$ cat config.mk
export PLATFORM = sky130hd
export DESIGN_NAME = psum_drain_arbiter
export DESIGN_NICKNAME = d
export VERILOG_FILES = /design/src/rtl/psum_drain_arbiter.sv
export SDC_FILE = /design/constraint.sdc
export NUM_CORES = 1
export LEC_CHECK = 0
export CORE_AREA = 2 2 126 128
export DETAILED_ROUTE_END_ITERATION = 10
export DIE_AREA = 0 0 128 130
export GPL_ROUTABILITY_DRIVEN = 0
export GPL_TIMING_DRIVEN = 0
export PLACE_DENSITY = 0.84
export SYNTH_ARGS = -nofsm -noshare
export SYNTH_HDL_FRONTEND = slang
export SYNTH_SLANG_ARGS = --single-unit
$ cat constraint.sdc
create_clock -name clk -period 4.6 [get_ports clk]
set_clock_uncertainty 0.2 [all_clocks]
set_input_delay 0.46 -clock clk [delete_from_list [all_inputs] [get_ports clk]]
set_output_delay 0.46 -clock clk [all_outputs]
set_load 0.01 [all_outputs]
$ cat src/rtl/psum_drain_arbiter.sv
// Output drain for the PE array: per-row psum FIFOs, round-robin arbitration,
// shift/ReLU/saturate requantisation into one valid/ready stream with statistics.
module psum_drain_arbiter #(
    parameter int NUM_CH     = 3,
    parameter int PSUM_W     = 10,
    parameter int OUT_W      = 8,
    parameter int FIFO_DEPTH = 4,
    parameter int SHIFT_W    = 3,
    localparam int CH_W      = (NUM_CH > 1) ? $clog2(NUM_CH) : 1
) (
    input  logic                       clk,
    input  logic                       nRST,
    input  logic                       clear_i,
    input  logic [NUM_CH*PSUM_W-1:0]   psum_i,
    input  logic [NUM_CH-1:0]          psum_valid_i,
    output logic [NUM_CH-1:0]          ch_full_o,
    input  logic [SHIFT_W-1:0]         shift_i,
    input  logic                       relu_en_i,
    output logic                       out_valid_o,
    input  logic                       out_ready_i,
    output logic [OUT_W-1:0]           out_data_o,
    output logic [CH_W-1:0]            out_ch_o,
    output logic [15:0]                sat_count_o,
    output logic [NUM_CH-1:0]          overflow_o
);

    localparam int PTR_W = (FIFO_DEPTH > 1) ? $clog2(FIFO_DEPTH) : 1;
    localparam int CNT_W = PTR_W + 1;
    localparam logic signed [PSUM_W-1:0] SAT_POS = PSUM_W'((1 << (OUT_W - 1)) - 1);
    localparam logic signed [PSUM_W-1:0] SAT_NEG = -SAT_POS;

    logic [NUM_CH-1:0] not_empty;
    logic [NUM_CH-1:0] pop;
    logic [NUM_CH-1:0] push_ok;
    logic [PSUM_W-1:0] head [NUM_CH];

    logic              grant_valid;
    logic [CH_W-1:0]   grant;
    logic              load;

    logic [CH_W-1:0]   rr_ptr_reg;
    logic              out_valid_reg;
    logic [OUT_W-1:0]  out_data_reg;
    logic [CH_W-1:0]   out_ch_reg;
    logic [15:0]       sat_count_reg;

    // Per-channel FIFO: pointer-plus-count, head read combinationally so a
    // freshly written entry can load on the very next edge.
    genvar gi;
    generate
        for (gi = 0; gi < NUM_CH; gi++) begin : g_ch
            logic [PSUM_W-1:0] mem [FIFO_DEPTH];
            logic [PTR_W-1:0]  wr_ptr_reg;
            logic [PTR_W-1:0]  rd_ptr_reg;
            logic [CNT_W-1:0]  cnt_reg;
            logic              overflow_reg;
            logic [PSUM_W-1:0] din;

            assign din           = psum_i[gi*PSUM_W +: PSUM_W];
            assign not_empty[gi] = (cnt_reg != '0);
            assign ch_full_o[gi] = (cnt_reg == CNT_W'(FIFO_DEPTH));
            assign pop[gi]       = load && (grant == CH_W'(gi));
            // A full FIFO still accepts when the same edge pops it.
            assign push_ok[gi]   = psum_valid_i[gi] && (!ch_full_o[gi] || pop[gi]);
            assign head[gi]      = mem[rd_ptr_reg];
            assign overflow_o[gi] = overflow_reg;

            always_ff @(posedge clk) begin
                if (push_ok[gi] && !clear_i) begin
                    mem[wr_ptr_reg] <= din;
                end
            end

            always_ff @(posedge clk or negedge nRST) begin
                if (!nRST) begin
                    wr_ptr_reg   <= '0;
                    rd_ptr_reg   <= '0;
                    cnt_reg      <= '0;
                    overflow_reg <= 1'b0;
                end else if (clear_i) begin
                    wr_ptr_reg   <= '0;
                    rd_ptr_reg   <= '0;
                    cnt_reg      <= '0;
                    overflow_reg <= 1'b0;
                end else begin
                    if (push_ok[gi]) begin
                        wr_ptr_reg <= wr_ptr_reg + 1'b1;
                    end
                    if (pop[gi]) begin
                        rd_ptr_reg <= rd_ptr_reg + 1'b1;
                    end
                    unique case ({push_ok[gi], pop[gi]})
                        2'b10:   cnt_reg <= cnt_reg + 1'b1;
                        2'b01:   cnt_reg <= cnt_reg - 1'b1;
                        default: cnt_reg <= cnt_reg;
                    endcase
                    if (psum_valid_i[gi] && !push_ok[gi]) begin
                        overflow_reg <= 1'b1;
                    end
                end
            end
        end
    endgenerate

    // Round-robin search starting at the pointer, on pre-push occupancy.
    always_comb begin
        logic [CH_W:0] idx_sum;
        grant_valid = 1'b0;
        grant       = '0;
        idx_sum     = '0;
        for (int i = 0; i < NUM_CH; i++) begin
            idx_sum = {1'b0, rr_ptr_reg} + (CH_W+1)'(i);
            if (idx_sum >= (CH_W+1)'(NUM_CH)) begin
                idx_sum = idx_sum - (CH_W+1)'(NUM_CH);
            end
            if (!grant_valid && not_empty[idx_sum[CH_W-1:0]]) begin
                grant_valid = 1'b1;
                grant       = idx_sum[CH_W-1:0];
            end
        end
    end

    assign load = grant_valid && (!out_valid_reg || out_ready_i);

    logic signed [PSUM_W-1:0] sel_head;
    logic signed [PSUM_W-1:0] shifted;
    logic signed [PSUM_W-1:0] relued;
    logic signed [PSUM_W-1:0] clamped;
    logic                     sat_hit;

    // Symmetric clamp: the most-negative OUT_W code is never emitted.
    always_comb begin
        sel_head = $signed(head[grant]);
        shifted  = sel_head >>> shift_i;
        relued   = (relu_en_i && shifted[PSUM_W-1]) ? '0 : shifted;
        sat_hit  = 1'b0;
        clamped  = relued;
        if (relued > SAT_POS) begin
            clamped = SAT_POS;
            sat_hit = 1'b1;
        end else if (relued < SAT_NEG) begin
            clamped = SAT_NEG;
            sat_hit = 1'b1;
        end
    end

    always_ff @(posedge clk or negedge nRST) begin
        if (!nRST) begin
            rr_ptr_reg    <= '0;
            out_valid_reg <= 1'b0;
            out_data_reg  <= '0;
            out_ch_reg    <= '0;
            sat_count_reg <= '0;
        end else if (clear_i) begin
            rr_ptr_reg    <= '0;
            out_valid_reg <= 1'b0;
            out_data_reg  <= '0;
            out_ch_reg    <= '0;
            sat_count_reg <= '0;
        end else if (load) begin
            out_valid_reg <= 1'b1;
            out_data_reg  <= OUT_W'(clamped);
            out_ch_reg    <= grant;
            rr_ptr_reg    <= (grant == CH_W'(NUM_CH - 1)) ? '0 : grant + 1'b1;
            if (sat_hit && (sat_count_reg != 16'hFFFF)) begin
                sat_count_reg <= sat_count_reg + 1'b1;
            end
        end else if (out_ready_i) begin
            out_valid_reg <= 1'b0;
        end
    end

    assign out_valid_o = out_valid_reg;
    assign out_data_o  = out_data_reg;
    assign out_ch_o    = out_ch_reg;
    assign sat_count_o = sat_count_reg;

endmodule
==> qor.yml, run 1 <==
status:
  status: "completed"
synth:
  synth_edf_count: 120
  syn_avg_cell_area_um2: 13.39
  synth_cells: 615
  yosysTopAreaCell: "edfxtp_1"
  ys_seq_elements: 173
  ys.flop_type: "edfxtp_1"
  synth_xor_area_share_pct: 1.276
  synthMuxAreaShare_pct: 10.50
  synth_nets: 674
  synth_top_family_by_area: "simple AND/OR/NAND/NOR gates"
  synthSimpleGateAreaFrac_pct: 12.37
  yosysMostFrequentCell: "edfxtp_1"
  async_flop_share_pct: 30.64
  yosysSeqAreaShare_pct: 59.87
  synth-compound-area-share_pct: 10.12
  synthesis.area_um2: 8234
  synthTopCellsByArea: "edfxtp_1 44%, dfrtp_1 16%, mux4_2 8.5%"
  synthTopCellsByCount: "120 x edfxtp_1, 54 x nor2_1, 53 x dfrtp_1"
  synth_cell_types: 61
  synth_top_area_share_pct: 43.76
  yosys.area_share.adder_pct: 3.009
  synth_warnings: 0
setup_path:
  worstPathArrival_ps: 4680
  rrSetupSlack_ps: 30
  cp_max_fo: 10
  reg2reg_depth: 14
  critical_path_class: "flop to flop"
  crit_required_ps: 4720
  r2r-start: "rr_ptr_reg[0]"
  crit_path_end_kind: "flop"
  worst_r2r_endpoint: "sat_count_o[0]"
  slowest_delay_ps: 520
  crit_chain: "inv_1 -> ha_1 -> or2_2 -> o32ai_2 -> buf_4 -> nor3_1 -> or3_1 -> mux4_2 -> a221oi_2 -> a2111oi_4 -> a31oi_4 -> buf_6 -> nor2_1 -> mux2_1"
  start_kind: "flop"
  cp_slowest_cell: "mux4_2"
clocking:
  cts_tree: "yes"
  numCtsBuffers: 17
  clk_latency_ps: 430
  h-tree-depth: 4
  cts_num_sinks: 173
  path_clk_slew_ps: 70
  clockBufferDepth: 2
  clockRootBuffer: "clkbuf_16"
sta:
  holdWs_ps: 269.5
  period_minus_slack_ps: 4568
  hold_viol_final: 0
  drv_slew: 0
  tightest_slew_ps: 804.7
  period_share_pct: 99.30
  setup_viol: 0
  relSlewSlack_pct: 45.90
  fmaxAchievable_ghz: 0.2189
drt:
  dr.pass1.iters: 7
  wire_per_inst_um: 20.71
  postRouteAntennaNets: 0
  vias: 5694
  routed_wl_um: 18930
  route.detailed.drc: 0
  drtIter0Drc: 597
  vias_per_cell: 6.230
pwr:
  ir_drop_uv: 317.5
  leakage_uw: 0.003471
  total_power_uw: 6538
  pwr_density_cell_nw_per_um2: 660.5
die:
  fp.dieH_um: 130
  start_util_pct: 53.38
  die_area_um2: 16640
  std_cell_rows: 46
  die_w_um: 128
  io_pins: 74
  core_um2: 15420
layout:
  diodes: 0
  largest_register_ffs: 120
  finalNetCount: 768
  fin_area_um2: 9898
  drive_above_1_share_pct: 15.93
  fin_util_pct: 64.17
  area_growth_pct: 20.21
  fillers: 1068
grt:
  grt_usage_pct: 23.10
  grt_max_degree: 41
  grt_pass1_wl_um: 29330
  grt_pass1_vias: 5601
  antenna_found_initial: 0
  grt-ovfl-total: 0
place:
  portBuffers: 72
  dp_hpwl_um: 12960
  place_area_um2: 9210
worst_hold_path:
  hold_class: "input pin to async pin"
job:
  max-cap-violations: 0
critical path, delay by kind of cell (launching register included):
kind / cells / cell delay, ps
mux: 2 / 860
simple gates: 4 / 960
fa+ha+maj: 1 / 390
flops: 1 / 380
compound gates: 4 / 1130
buf+inv: 3 / 520
metal layers:
metal | track usage, % | wire [um] | vias up
met5 | 0 | 0 | -
met4 | 9.825 | 616 | 0
li1 | - | - | 2567
met1 | 29.54 | 7508 | 2769
met3 | 5.125 | 1446 | 57
met2 | 38.57 | 9358 | 301
timing repair:
| action | 4_1_cts | 5_1_grt |
|---|---|---|
| endpoints found under the hold margin | 13 | 0 |
| hold buffers | 1 | 0 |
| resized for setup | 6 | 17 |
| cloned | 0 | 0 |
| pin swaps | 0 | 3 |
| buffers inserted | 0 | 2 |
| setup endpoints to repair | 13 | 13 |
logic make-up (layout without fill, tap and decap cells):
family | count (synthesis) | count (layout)
xor+xnor | 12 | 12
fa+ha+maj | 18 | 18
simple gates | 198 | 198
buf+inv | 52 | 159
flops | 173 | 173
mux | 47 | 47
compound gates | 115 | 115
layout make-up:
| cell class | instances | area [um^2] | share of cell area (%) |
|---|---|---|---|
| inverter | 22 | 82.58 | 0.8343 |
| clock inverter | 15 | 115.1 | 1.163 |
| multi-input combinational | 390 | 3192 | 32.25 |
| tap | 192 | 240.2 | 2.427 |
| timing repair buffer | 76 | 760.7 | 7.686 |
| sequential | 173 | 4930 | 49.80 |
| clock buffer | 17 | 425.4 | 4.298 |
| buffer | 29 | 152.6 | 1.542 |
stage by stage:
| stage | setup slack [ps] | TNS (ps) | cells |
|---|---|---|---|
| finish | 32.05 | 0 | 914 |
| global route | -46.00 | -135.8 | 914 |
| CTS | 42.74 | 0 | 913 |
| detailed placement | -86.99 | -166.3 | 880 |
| global placement | 30.73 | 0 | 879 |
| floorplan | 558.0 | 0 | 615 |
worst max-delay path by stage:
| stage | slack [ps] | depth (start not counted) | from | endpoint |
|---|---|---|---|---|
| after floorplan | 560 | 13 | rr_ptr_reg[0] | sat_count_o[6] |
| after global placement | 30 | 14 | rr_ptr_reg[0] | sat_count_o[6] |
| after global routing | -50 | 14 | rr_ptr_reg[0] | sat_count_o[0] |
| after detailed placement | -90 | 14 | rr_ptr_reg[0] | sat_count_o[6] |
| final | 30 | 14 | rr_ptr_reg[0] | sat_count_o[0] |
| after CTS | 40 | 14 | rr_ptr_reg[0] | sat_count_o[0] |
placed cells by master (no fill, tap or decap), types with 8 or more instances in the layout:
| cell type | count |
|---|---|
| or3_1 | 10 |
| ha_1 | 15 |
| edfxtp_1 | 120 |
| and2_1 | 14 |
| dfrtp_1 | 53 |
| clkbuf_16 | 17 |
| nor3_1 | 23 |
| mux4_2 | 31 |
| inv_1 | 22 |
| clkdlybuf4s50_1 | 71 |
| or4_1 | 11 |
| a211oi_2 | 8 |
| nor4_1 | 14 |
| clkbuf_1 | 16 |
| a21oi_1 | 31 |
| nor2_1 | 54 |
| o31ai_1 | 13 |
| mux2i_1 | 11 |
| o21ai_0 | 13 |
| nand3_1 | 9 |
| nand2_1 | 37 |
where the power goes:
part	switching [uW]	internal (uW)	total [uW]
logic	1930	1270	3200
registers	158	1860	2020
clock network	623	695	1320
total	2720	3820	6540
(Power assumes the default switching activity.)
==> run 2, diff against run 1 <==
- CAP_MARGIN: unset -> 30
- GPL_ROUTABILITY_DRIVEN: 0 -> unset
==> run 2 against run 1 <==
  * Clock power grew 9.8%
  * Routed wire length grew 2.2%
  * Sequential power is essentially flat
  * Register-to-register slack gained 50 ps
  * Non-clock buffer count shrank 2
  * Cell count shrank 0.33%
  * Flip-flop and latch count is the same
  * Via count shrank 0.25%
  * Power grew 1.8%
  * Hold slack gained 42 ps
  * Design area grew 0.70%
  * Critical path type unchanged
  * Critical endpoint unchanged
  * Largest cell class unchanged
==> qor.yml, run 2 (same netlist as run 1, synthesis figures left out) <==
setup_path:
  critical_path_class: "flop to flop"
  cp_max_fo: 10  # unchanged
  start_kind: "flop"
  crit_required_ps: 4720  # about the same
  crit_path_end_kind: "flop"
  path_buf_inv: 2  # -1
  slowest_delay_ps: 520  # about the same
  critPathTopFamily: "compound AO/OA/AOI/OAI gates"
  worstPathArrival_ps: 4630  # -50 ps
  cp_slowest_cell: "mux4_2"
  crit_chain: "inv_1 -> ha_1 -> and3_1 -> a211oi_4 -> a211oi_2 -> or3_1 -> mux4_2 -> o211ai_1 -> a2111oi_4 -> a31oi_4 -> buf_6 -> nor2_1 -> mux2_1"
grt:
  grt_pass1_vias: 5631  # +0.54%
  grt_usage_pct: 24.21  # +1.1 points
  grt-ovfl-total: 0  # unchanged
  grt_max_degree: 36  # -12%
  antenna_found_initial: 0  # unchanged
  grt_pass1_wl_um: 30080  # +2.6%
layout:
  layout_common_cells: "120 x edfxtp_1, 71 x clkdlybuf4s50_1, 54 x nor2_1"
  final_common_cell: "edfxtp_1"
  drive_above_1_share_pct: 16.27  # +0.34 points
  diodes: 0  # unchanged
  layout.cells.non_filler: 911  # -0.33%
  fin_area_um2: 9967  # +0.70%
  fillers: 1102  # +3.2%
  finalNetCount: 766  # -0.26%
  area_growth_pct: 21.05
  largest_register_ffs: 120  # unchanged
place:
  pre_cts_ws_ps: -200.4  # -113.4 ps
  dpl.cell_count: 880  # unchanged
  dp_hpwl_um: 13500  # +4.1%
  place_area_um2: 9210  # unchanged
  gp_congestion: 0.9227
  portBuffers: 72  # unchanged
clocking:
  numCtsBuffers: 17  # unchanged
  clk_latency_ps: 430  # about the same
  cts_setup_buffers: 0  # unchanged
  h-tree-depth: 4  # unchanged
  path_clk_slew_ps: 70  # about the same
  cts_tree: "yes"
  cts_num_sinks: 173  # unchanged
  clockBufferDepth: 2  # unchanged
  clockRootBuffer: "clkbuf_16"
drt:
  met3_length_um: 1269  # -12%
  vias: 5680  # -0.25%
  postRouteAntennaNets: 0  # unchanged
  dr.pass1.iters: 5  # -2
  routed_wl_um: 19350  # +2.2%
  wl_met1_um: 7802  # +3.9%
  drtIter0Drc: 536  # -10%
  wl_met2_um: 9819  # +4.9%
  vias_per_cell: 6.235  # about the same
  route.detailed.drc: 0  # unchanged
  wire_per_inst_um: 21.23  # +2.5%
  top_layer_used: "met4"
pwr:
  pwr_density_cell_nw_per_um2: 667.7  # +1.1%
  ir_drop_uv: 324.4  # +2.2%
  leakage_uw: 0.003506  # +1.0%
  total_power_uw: 6655  # +1.8%
die:
  die_w_um: 128  # unchanged
  die_area_um2: 16640  # unchanged
  start_util_pct: 53.38  # unchanged
  core_um2: 15420  # unchanged
  std_cell_rows: 46  # unchanged
  io_pins: 74  # unchanged
  fp.dieH_um: 130  # unchanged
sta:
  relSlewSlack_pct: 41.78  # -4.1 points
  setup_viol: 0  # unchanged
  holdWs_ps: 311.3  # +41.79 ps
  rsz0062_at_grt: "yes"
  tightest_slew_ps: 865.4  # +60.67 ps
  layout_setup_ws_ps: 81.29  # +49.25 ps
  period_share_pct: 98.23  # -1.1 points
  hold_viol_final: 0  # unchanged
  drv_slew: 0  # unchanged
  period_minus_slack_ps: 4519  # -49.25 ps
  fmaxAchievable_ghz: 0.2213  # +1.1%
job:
  max-cap-violations: 0  # unchanged
worst_hold_path:
  hold_class: "flop to flop"
status:
  status: "completed"
run 2: cell count changes in the layout (fill, tap and decap cells not counted), sizes merged:
cell,change
bufinv,+3
inv,-1
clkbuf,-1
buf,-1
clkinvlp,-3
run 2: worst paths after layout:
path,end,depth (start not counted),slack (ps),startpoint
max,sat_count_o[0],13,80,rr_ptr_reg[0]
min,g_ch[2].overflow_reg,2,310,g_ch[2].overflow_reg
max reg2reg,sat_count_o[0],13,80,rr_ptr_reg[0]
min reg2reg,g_ch[2].overflow_reg,2,310,g_ch[2].overflow_reg
max in group asynchronous,rr_ptr_reg[1],3,3300,nRST
min in group asynchronous,out_ch_o[0],2,330,nRST
run 2: routing by layer:
layer	up-vias	global-route usage (%)
met2	252	40.61
met4	0	9.114
met5	-	0
met3	35	5.863
met1	2839	30.98
li1	2554	-
run 2: metrics by stage:
stage,TNS [ps],utilization [%]
after floorplan,0,-
after CTS,0,63.75
after global placement,-87.34,59.61
after detailed placement,-651.8,59.71
final,0,64.62
after global routing,-93.24,64.62
run 2: repair_timing:
action,in CTS,in global routing
pin swaps,0,7
hold endpoints to repair,18,0
resized for setup,5,27
endpoints found under the setup margin,14,16
hold buffers,1,0
run 2: report_power, final:
part	total [uW]	internal (uW)	switching, uW
logic	3190	1250	1940
registers	2020	1860	158
clock network	1450	850	599
total	6660	3960	2690
run 2: worst min-delay path, stage by stage (launching register included):
cell     delay (ps)
dfrtp_1         350
a31oi_1          40
nor2_1           70
run 2: cell type report:
| cell class | count | area, um^2 | share of cell area (%) |
|---|---|---|---|
| flip-flops and latches | 173 | 4930 | 49.46 |
| multi-input cells | 390 | 3226 | 32.36 |
| repair buffers | 74 | 745.7 | 7.482 |
| clock buffers | 17 | 425.4 | 4.268 |
| well taps | 192 | 240.2 | 2.410 |
| clock inverters | 14 | 166.4 | 1.670 |
| plain buffers | 29 | 151.4 | 1.519 |
| inverters | 22 | 82.58 | 0.8285 |
==> run 3, diff against run 2 <==
- SLEW_MARGIN: unset -> 20
==> run 3 against run 2 <==
  * Power grew 1.8%
  * Global-route usage shrank 0.083 points
  * Count of clock-buffer cells in the layout is the same
  * Combinational power grew 2%
  * Routed wire length shrank 0.50%
  * First-iteration DRC count shrank 16%
  * Sequential share of layout area shrank 0.20 points
  * Setup slack gained 99 ps
  * Design area grew 0.41%
  * Critical endpoint is now sat_count_o[10]
  * Largest cell class unchanged
==> qor.yml, run 3 (same netlist as run 1, synthesis figures left out) <==
job:
  max-cap-violations: 0  # unchanged
layout:
  fin_area_um2: 10010  # +0.41%
  layout.cells.non_filler: 913  # +0.22%
  area_growth_pct: 21.55
  drive_above_1_share_pct: 16.78  # +0.51 points
  final_common_cell: "edfxtp_1"
  diodes: 0  # unchanged
  fillers: 1071  # -2.8%
  regArea_um2: 4930  # unchanged
  multi_input_area_um2: 3237  # +0.35%
  largest_register_ffs: 120  # unchanged
  layout_common_cells: "120 x edfxtp_1, 71 x clkdlybuf4s50_1, 54 x nor2_1"
  finalNetCount: 768  # +0.26%
setup_path:
  worstPathArrival_ps: 4560  # -70 ps
  rrSetupSlack_ps: 180  # +100 ps
  crit_chain: "inv_1 -> ha_1 -> or4_1 -> o22a_4 -> a211o_1 -> nand3_2 -> mux4_2 -> o211ai_1 -> a2111oi_4 -> a31oi_4 -> buf_4 -> or4_1 -> a21oi_1"
  critical_path_class: "flop to flop"
  path_common_cell: "or4_1"
  cp_max_fo: 8  # -2
  cp_slowest_cell: "or4_1"
  slowest_delay_ps: 580  # +60 ps
  critPathTopFamily: "compound AO/OA/AOI/OAI gates"
  crit_path_end_kind: "flop"
  path_buf_inv: 2  # unchanged
  start_kind: "flop"
  crit_required_ps: 4740  # +20 ps
grt:
  grt_max_degree: 54  # +50%
  grt_pass1_vias: 5726  # +1.7%
  grt_usage_pct: 24.12  # -0.083 points
  grt-ovfl-total: 0  # unchanged
  antenna_found_initial: 0  # unchanged
  grt_pass1_wl_um: 30280  # +0.66%
sta:
  layout_setup_ws_ps: 180.6  # +99.29 ps
  holdWs_ps: 311.7  # +0.3840 ps
  relSlewSlack_pct: 38.21  # -3.6 points
  fmaxAchievable_ghz: 0.2263  # +2.2%
  drv_slew: 0  # unchanged
  period_share_pct: 96.07  # -2.2 points
  hold_viol_final: 0  # unchanged
  tightest_slew_ps: 919.8  # +54.42 ps
  period_minus_slack_ps: 4419  # -99.29 ps
  setup_viol: 0  # unchanged
  fin_setup_tns_ps: 0  # unchanged
place:
  place_area_um2: 9193  # -0.19%
  gp_congestion: 0.9227  # unchanged
  pre_cts_ws_ps: -172.4  # +28.04 ps
  portBuffers: 72  # unchanged
  dpl.cell_count: 879  # -0.11%
  dp_hpwl_um: 13390  # -0.79%
drt:
  wire_per_inst_um: 21.08  # -0.72%
  vias_per_cell: 6.273  # +0.61%
  route.detailed.drc: 0  # unchanged
  postRouteAntennaNets: 0  # unchanged
  dr.pass1.iters: 7  # +2
  drtIter0Drc: 452  # -16%
  vias: 5727  # +0.83%
  routed_wl_um: 19250  # -0.50%
die:
  fp.dieH_um: 130  # unchanged
  std_cell_rows: 46  # unchanged
  die_w_um: 128  # unchanged
  start_util_pct: 53.38  # unchanged
  core_um2: 15420  # unchanged
  io_pins: 74  # unchanged
  die_area_um2: 16640  # unchanged
pwr:
  leakage_uw: 0.003529  # +0.66%
  pwr_density_cell_nw_per_um2: 677.1  # +1.4%
  ir_drop_uv: 321.6  # -0.85%
clocking:
  numCtsBuffers: 17  # unchanged
  clockBufferDepth: 2  # unchanged
  path_clk_slew_ps: 60  # about the same
  cts_num_sinks: 173  # unchanged
  clk_latency_ps: 430  # about the same
  h-tree-depth: 4  # unchanged
  cts_tree: "yes"
  clockRootBuffer: "clkbuf_16"
status:
  status: "completed"
worst_hold_path:
  hold_class: "flop to flop"
[run 3: cell types whose count changed in the layout (fill, tap and decap cells not counted), sizes merged]
cell,previous run,this run
buf,15,17
clkinvlp,3,1
bufinv,3,4
clkinv,5,6
[run 3: tightest hold or removal path: cells and delay by family (launching register included)]
| kind | cells | cell delay [ps] |
|---|---|---|
| flops | 1 | 350 |
| compound gates | 1 | 50 |
| simple gates | 1 | 70 |
[run 3: layout make-up]
class	count	area share, %
well taps	192	2.400
repair buffers	76	7.501
plain buffers	29	1.513
clock buffers	17	4.251
clock inverters	14	1.913
flip-flops and latches	173	49.26
multi-input cells	390	32.34
inverters	22	0.8251
[run 3: routing by layer]
layer | vias to the layer above | GRT usage (%) | part of all wire (%)
met1 | 2873 | 30.66 | 41
met5 | - | 0 | 0
met3 | 57 | 5.863 | 6.4
met2 | 235 | 39.82 | 50
met4 | 0 | 10.86 | 3.0
li1 | 2562 | - | -
[run 3: report_power, final]
| group | internal (uW) | total, uW | switching [uW] | leakage, uW |
|---|---|---|---|---|
| sequential | 1860 | 2020 | 155 | 0.00181 |
| combinational | 1280 | 3260 | 1970 | 0.00142 |
| clock | 907 | 1510 | 598 | 0.000300 |
| total | 4050 | 6780 | 2730 | 0.00353 |
[run 3: path summary, 6_finish.rpt]
| path | start | to | depth (start not counted) |
|---|---|---|---|
| setup / recovery | rr_ptr_reg[0] | sat_count_o[10] | 13 |
| max in group asynchronous | nRST | g_ch[2].wr_ptr_reg[1] | 2 |
| min in group asynchronous | nRST | g_ch[0].cnt_reg[0] | 2 |
| hold / removal | g_ch[0].overflow_reg | g_ch[0].overflow_reg | 2 |
| setup reg to reg | rr_ptr_reg[0] | sat_count_o[10] | 13 |
| hold reg to reg | g_ch[0].overflow_reg | g_ch[0].overflow_reg | 2 |
[run 3: metrics by stage]
| stage | utilization [%] | total power (uW) |
|---|---|---|
| after floorplan | - | 4077 |
| after global placement | 59.61 | 4798 |
| after detailed placement | 59.60 | 4891 |
| after CTS | 63.80 | 6448 |
| after global routing | 64.88 | 7130 |
| final | 64.88 | 6777 |
[run 3: what timing repair did]
| item | 4_1_cts | 5_1_grt |
|---|---|---|
| pin swaps | 0 | 5 |
| hold endpoints to repair | 53 | 0 |
| resized for setup | 5 | 28 |
| setup buffers | 0 | 3 |
| setup endpoints to repair | 11 | 16 |
| hold buffers | 1 | 0 |
